`config.mk`:
```
export PLATFORM = sky130hd
export DESIGN_NAME = kw_arb_rr_onehot_flat
export DESIGN_NICKNAME = d
export VERILOG_FILES = /design/src/rtl/kw_arb_rr_onehot_if.sv /design/src/rtl/kw_arb_rr_onehot.sv /design/src/flat_wrapper.sv
export SDC_FILE = /design/constraint.sdc
export NUM_CORES = 1
export LEC_CHECK = 0
export ABC_AREA = 1
export BUFFER_PORTS_ARGS = -buffer_cell sky130_fd_sc_hd__buf_4
export CORE_MARGIN = 8
export CORE_UTILIZATION = 40
export DETAILED_ROUTE_END_ITERATION = 10
export GPL_TIMING_DRIVEN = 0
export PLACE_DENSITY = 0.66
export RECOVER_POWER = 50
export SLEW_MARGIN = 20
export SYNTH_ARGS = -nofsm -noshare
export SYNTH_HDL_FRONTEND = slang
export SYNTH_SLANG_ARGS = --single-unit
```
`constraint.sdc`:
```
create_clock -name i_clk -period 2.45 [get_ports i_clk]
set_input_delay 0.3675 -clock i_clk [delete_from_list [all_inputs] [get_ports i_clk]]
set_output_delay 0.3675 -clock i_clk [all_outputs]
set_load 0.02 [all_outputs]
```
`src/rtl/kw_arb_rr_onehot_if.sv`:
```
// Handshake bundle between requesters, the one-hot mux select and the downstream consumer.
// Pure wiring: no latency of its own.
// Backpressure is carried by ready; the arbiter side drives grant/valid/ack.
interface kw_arb_rr_onehot_if #(
    parameter int N    = 4,
    parameter int IDXW = $clog2(N)
);
    logic [N-1:0]    req;
    logic            ready;
    logic [N-1:0]    grant_onehot;
    logic [IDXW-1:0] grant_idx;
    logic            valid;
    logic [N-1:0]    ack;

    modport master (
        input  req,
        input  ready,
        output grant_onehot,
        output grant_idx,
        output valid,
        output ack
    );

    modport slave (
        output req,
        output ready,
        input  grant_onehot,
        input  grant_idx,
        input  valid,
        input  ack
    );
endinterface

```
`src/rtl/kw_arb_rr_onehot.sv`:
```
// Round-robin arbiter producing a one-hot mux select plus one valid/ready handshake downstream.
// Latency: grant is combinational from req in IDLE (0 cycles); back-to-back transfers every cycle.
// Backpressure: while ready is low the grant is frozen in HOLD so the muxed data cannot change.
module kw_arb_rr_onehot #(
    parameter int N    = 4,
    parameter int IDXW = $clog2(N)
) (
    input logic                i_clk,
    input logic                i_rst_n,
    kw_arb_rr_onehot_if.master arb
);
    typedef enum logic {
        IDLE = 1'b0,
        HOLD = 1'b1
    } state_t;

    state_t          state_q, state_d;
    logic [IDXW-1:0] ptr_q, ptr_d;
    logic [N-1:0]    held_q, held_d;

    logic [N-1:0]    rr_grant;
    logic [N-1:0]    grant;
    logic [IDXW-1:0] grant_idx;
    logic            valid;
    logic            xfer;

    // Rotating search starting at ptr; the first set request wins.
    always_comb begin
        int              k;
        logic            found;
        logic [IDXW-1:0] kk;
        rr_grant = '0;
        found    = 1'b0;
        k        = 0;
        kk       = '0;
        for (int i = 0; i < N; i++) begin
            k = int'(ptr_q) + i;
            if (k >= N) begin
                k = k - N;
            end
            kk = IDXW'(k);
            if (!found && arb.req[kk]) begin
                found        = 1'b1;
                rr_grant[kk] = 1'b1;
            end
        end
    end

    // Outputs are forced to zero while reset is asserted.
    always_comb begin
        grant     = '0;
        grant_idx = '0;
        if (i_rst_n) begin
            grant = (state_q == HOLD) ? held_q : rr_grant;
        end
        for (int i = 0; i < N; i++) begin
            if (grant[i]) begin
                grant_idx = grant_idx | IDXW'(i);
            end
        end
    end

    assign valid = |grant;
    assign xfer  = valid & arb.ready;

    always_comb begin
        state_d = state_q;
        ptr_d   = ptr_q;
        held_d  = held_q;
        if (xfer) begin
            // Explicit wrap so a non-power-of-two N never lets ptr reach N.
            ptr_d   = (grant_idx == IDXW'(N - 1)) ? '0 : grant_idx + IDXW'(1);
            state_d = IDLE;
        end else if (valid && (state_q == IDLE)) begin
            held_d  = grant;
            state_d = HOLD;
        end
    end

    always_ff @(posedge i_clk) begin
        if (!i_rst_n) begin
            state_q <= IDLE;
            ptr_q   <= '0;
            held_q  <= '0;
        end else begin
            state_q <= state_d;
            ptr_q   <= ptr_d;
            held_q  <= held_d;
        end
    end

    assign arb.grant_onehot = grant;
    assign arb.grant_idx    = grant_idx;
    assign arb.valid        = valid;
    assign arb.ack          = grant & {N{arb.ready}};
endmodule

```
`src/flat_wrapper.sv`:
```
// flat-port wrapper written by rule: the top's interface ports become plain ports
module kw_arb_rr_onehot_flat 
#(
    parameter int N    = 4,
    parameter int IDXW = $clog2(N)
)
  (i_clk, i_rst_n, arb_req, arb_ready, arb_grant_onehot, arb_grant_idx, arb_valid, arb_ack);
  kw_arb_rr_onehot_if #(.N(N), .IDXW(IDXW)) arb_i ();
  input logic i_clk;
  input logic i_rst_n;
  input wire logic [$bits(arb_i.req)-1:0] arb_req;
  input wire logic [$bits(arb_i.ready)-1:0] arb_ready;
  output wire logic [$bits(arb_i.grant_onehot)-1:0] arb_grant_onehot;
  output wire logic [$bits(arb_i.grant_idx)-1:0] arb_grant_idx;
  output wire logic [$bits(arb_i.valid)-1:0] arb_valid;
  output wire logic [$bits(arb_i.ack)-1:0] arb_ack;
  assign arb_i.req = arb_req;
  assign arb_i.ready = arb_ready;
  assign arb_grant_onehot = arb_i.grant_onehot;
  assign arb_grant_idx = arb_i.grant_idx;
  assign arb_valid = arb_i.valid;
  assign arb_ack = arb_i.ack;
  kw_arb_rr_onehot #(.N(N), .IDXW(IDXW)) u_core (.i_clk(i_clk), .i_rst_n(i_rst_n), .arb(arb_i));
endmodule
```
# Word-level counts from Yosys, hierarchy flattened
# Cells that the tools add are included.
# Widths: inputs -> output; s select.
# totals
in_bits	7
regBits	7
# classes
eq_ne	1
magnitude_cmp	12
n_addsub	8
n_bitwise	8
n_mux	33
n_reduce_logical	14
# ops
operator	count
$mux 4	6
$mux 2	7
$lt 2x3->1 const B	4
$mux 1	12
$or 4x4->4	3
$ge 3x3->1 const B	3
$bmux 1 s2	4
$demux 1 s2	4
$ge 2x1->1 const B	4
$logic_and 1x1->1	8
$sub 2x1->2 const B	4
$add 2x2->3 const B	2
$and 4x4->4	1
$reduce_or 4->1	1
$add 2x1->3 const B	1
$ge 2x3->1 const B	1
$logic_not 1->1	3
$not 1->1	3
$add 2x1->2 const B	1
$eq 2x2->1 const B	1
$reduce_and 2->1	1
$reduce_or 2->1	1
$and 1x1->1	1

# Depth between registers and ports, before layout
# depth
ltp_word	21
ltp_mapped	16
depth_no_buf	16

# Worst setup path after synthesis
# Ideal clock, no wire load.
# synth_timing
path_type	register -> output
from	register u_core.ptr_q[0]
to	output port arb_ack[3]
path_buffers	0
slack_ns	0.184
stages_incl_launch_ff	12
t_required_ns	2.082
arrival_ns	1.898
cell_sequence	dfxtp_1 -> inv_2 -> ha_1 -> inv_1 -> nand3_1 -> nand2_1 -> nand2_4 -> nor2_4 -> nand2_1 -> nand3_2 -> nand2_2 -> nor2_1
# synth_between
elab_chain_cells	17
word_cells_on_any_way	62
classes_between	7 x add/sub; 12 x order compare; 29 x mux; 4 x bitwise; 10 x reduce/logical
# synth_rtl
element	line	text
from (decl)	kw_arb_rr_onehot.sv:18	logic [IDXW-1:0] ptr_q, ptr_d;
from (signal assigned)	kw_arb_rr_onehot.sv:87	ptr_q <= ptr_d;
branches (longest 13 deep; another with $add 2x1->3)	n/a	
$mux 4 (*)	kw_arb_rr_onehot.sv:42	if (!found && arb.req[kk]) begin
$mux 4 (*)	kw_arb_rr_onehot.sv:54	grant = (state_q == HOLD) ? held_q : rr_grant;
$mux 4 (*)	kw_arb_rr_onehot.sv:53	if (i_rst_n) begin
$and 4x4->4 (*)	kw_arb_rr_onehot.sv:95	assign arb.ack = grant & {N{arb.ready}};
to (decl)	flat_wrapper.sv:16	output wire logic [$bits(arb_i.ack)-1:0] arb_ack;
# Mark *: on every way between the ends. The select of a mux whose other input is x is not followed.

# Final worst setup path
# layout_timing
from	register u_core.ptr_q[0]
to	output port arb_valid
# layout_between
elab_chain_cells	17
word_cells_on_any_way	62
classes_between	7 x add/sub; 12 x order compare; 29 x mux; 3 x bitwise; 11 x reduce/logical
# layout_rtl
element	line	text
branches (longest 13 deep; another with $add 2x1->3)	n/a	
$mux 4 (*)	kw_arb_rr_onehot.sv:42	
$mux 4 (*)	kw_arb_rr_onehot.sv:54	
$mux 4 (*)	kw_arb_rr_onehot.sv:53	
$reduce_or 4->1 (*)	kw_arb_rr_onehot.sv:63	assign valid = |grant;
to (decl)	flat_wrapper.sv:15	output wire logic [$bits(arb_i.valid)-1:0] arb_valid;
# Marked as above.

==> results.py <==
metrics = {
    "run_status": {
        "outcome": "complete, no violations",
    },
    "cts": {
        "worstSkewPairLatency_ns": 0.25,
        "cts_root_buf": "clkbuf_4",
        "cts_tree": "done",
        "clk_pin_slew_ns": 0.05,
        "clockBufferDepth": 2,
        "clock-sinks": 7,
        "cts_made_buffers": 3,
        "cts.hold.buffers_added": 0,
        "cts_htree_levels": 1,
    },
    "grt": {
        "antenna_violations_before_repair": 0,
        "grt_overflow": 0,
        "largest_net_degree_at_the_start_of_global_routing": 11,
        "first_global_vias": 820,
        "gr-usage-all-layers_pct": 11.50,
        "wire_length_of_the_first_global_routing_pass_microns": 3360,
    },
    "routing": {
        "routed-via-count": 944,
        "routed_wire_length_per_instance_microns": 11.14,
        "first_iter_violations": 24,
        "drt-vias-per-instance": 4.841,
        "detailedRoute.firstPassIterationCount": 4,
        "postRouteWirelength_microns": 2173,
        "drc": 0,
        "postRouteAntennaNets": 0,
    },
    "placement": {
        "placement.cell_area_sq_um": 993.5,
        "post-dp-hpwl_microns": 1646,
        "placedCellCount": 186,
        "finalWeightedCongestion": 0.8887,
        "port_buffers": 16,
    },
    "die": {
        "die_area_sq_um": 3821,
        "die_width_microns": 61.82,
        "row_count": 16,
        "core-area_sq_um": 1962,
        "initial_core_util_pct": 42.79,
        "die_y_microns": 61.82,
        "io-pin-count": 18,
    },
    "yosys": {
        "synth.area.top_cells": "dfxtp_1, nand2_1, nor2_1, nand3_1, ha_1",
        "ys_seq_elements": 7,
        "synth.yosys.warnings": 0,
        "syn-mean-instance-area_sq_um": 5.871,
        "proportion_of_synthesized_chip_area_in_sequential_cells_pct": 16.69,
        "syn_inst": 143,
        "mappedNetlistNets": 157,
        "post_synth_instance_area_sq_um": 839.6,
        "synth_largest_type_area_fraction_pct": 16.69,
        "post-synth-top-area-cell": "dfxtp_1",
        "yosysUniqueCellTypes": 16,
    },
    "pwr": {
        "max-vdd-ir-drop_v": 0.0007297,
        "cellLeakagePower_nw": 0.6492,
        "p_per_area_nw_per_um2": 1461,
    },
    "cells_and_area": {
        "design_area_sq_um": 1109,
        "final_cell_count_without_fillers": 195,
        "layout.cells.most_common_list": "nand2_1, nor2_1, buf_4",
        "area_growth_pct": 32.04,
        "final_common_cell": "nand2_1",
        "n_antenna_cell": 0,
        "nNetsFinal": 183,
        "fillerInstances": 217,
        "drive_gt1_share_pct": 30.95,
    },
    "setup_path": {
        "r2r_start": "u_core.ptr_q[0]$_SDFFE_PN0P_",
        "cp_max_fo": 10,
        "worstPathArrival_ns": 1.98,
        "worstSetupEndpointType": "primary output",
        "critPathLaunch": "u_core.ptr_q[0]$_SDFFE_PN0P_",
        "crit_type": "reg -> out",
        "crit_required_ns": 2.08,
        "start_kind": "flop",
    },
    "min_path": {
        "hold_path_class": "in -> reg",
        "hold_path_startpoint": "i_rst_n",
    },
    "timing": {
        "final.setup_skew_ns": 0.003235,
        "final_min_period_over_clock_period_pct": 95.97,
        "worst_slew_pin_slew_ns": 0.4624,
        "report.final.hold_viol_count": 0,
        "maxClockFrequency_ghz": 0.4253,
        "min_period_ns": 2.351,
        "maxSlewViolCount": 0,
        "relSlewSlack_pct": 68.97,
        "totalNegativeSetupSlack_ns": 0,
        "report.final.setup_viol": 0,
    },
    "job": {
        "timing.max_cap.violations": 0,
    },
}
metal layers:
metal / global-route usage (%) / part of all wire (%)
met4: 6.818 / 1.2
met1: 13.42 / 45
met2: 19.50 / 51
met5: 0 / 0
met3: 1.440 / 2.9
layout make-up:
| class | instances | area [sq um] | area share (%) |
|---|---|---|---|
| clock buffer | 4 | 26.28 | 2.370 |
| inverter | 24 | 100.1 | 9.029 |
| sequential | 7 | 147.6 | 13.32 |
| buffer | 1 | 5.005 | 0.4515 |
| timing repair buffer | 21 | 161.4 | 14.56 |
| multi-input combinational | 111 | 634.4 | 57.22 |
| tap | 27 | 33.78 | 3.047 |
where the power goes:
| group | switching, W | internal, W | total (W) |
|---|---|---|---|
| clock | 0.0000428 | 0.0000622 | 0.000105 |
| combinational | 0.000807 | 0.000499 | 0.00131 |
| sequential | 0.0000378 | 0.000172 | 0.000210 |
worst max-delay path, stage by stage, from the launching register on:
cell     delay [ns]
dfxtp_4        0.37
inv_8          0.05
ha_4           0.25
inv_2          0.07
nand3_1        0.11
nand2_2        0.10
nand2_4        0.06
nor2_4         0.12
nand2_1        0.08
nand3_2        0.10
nand2_4        0.07
nand2_4        0.09
inv_2          0.06
nand2_4        0.08
buf_6          0.11
registers in the layout, indices dropped and copies added, names as in the netlist:
| name | count |
|---|---|
| u_core.ptr_q | 2 |
| u_core.held_q | 4 |
| u_core.state_q | 1 |
what timing repair did:
action,in CTS,in global routing
setup buffers,1,4
pin swaps,0,3
setup endpoints to repair,12,2
gates cloned,0,0
hold endpoints to repair,0,0
gates resized for setup,9,10
final timing paths:
kind | endpoint | slack, ns | cells past startpoint
setup / recovery | arb_valid | 0.1 | 14
hold / removal | u_core.ptr_q[1]$_SDFFE_PN0P_ | 0.40 | 3
setup reg to reg | u_core.ptr_q[1]$_SDFFE_PN0P_ | 0.22 | 16
hold reg to reg | u_core.held_q[0]$_SDFFE_PN0P_ | 0.48 | 2
Yosys cell counts (all sizes together):
| library cell | n |
|---|---|
| a21oi | 4 |
| buf | 1 |
| inv | 24 |
| dfxtp | 7 |
| ha | 7 |
| o21ai | 6 |
| nand2 | 44 |
| nor2 | 27 |
| nand3 | 23 |
kinds of logic after synthesis:
logic type | synth area share, %
AOI/OAI and AO/OA | 6.855
adders and majority gates | 10.43
buffers and inverters | 11.33
DFF | 16.69
and+or+nand+nor | 54.69
metrics by stage:
step / setup WS, ns / hold slack, ns / total power [W] / util (%)
after CTS: 0.01767 / 0.3986 / 0.001516 / 53.89
after detailed placement: -0.1293 / 0.4733 / 0.001343 / 50.64
final: 0.09883 / 0.4011 / 0.001620 / 56.51
after global routing: -0.02024 / 0.4102 / 0.001771 / 56.51
after floorplan: 0.1844 / 0.4523 / 0.001050 / -
after global placement: -0.1197 / 0.4709 / 0.001340 / 50.64
(Power assumes the default switching activity.)
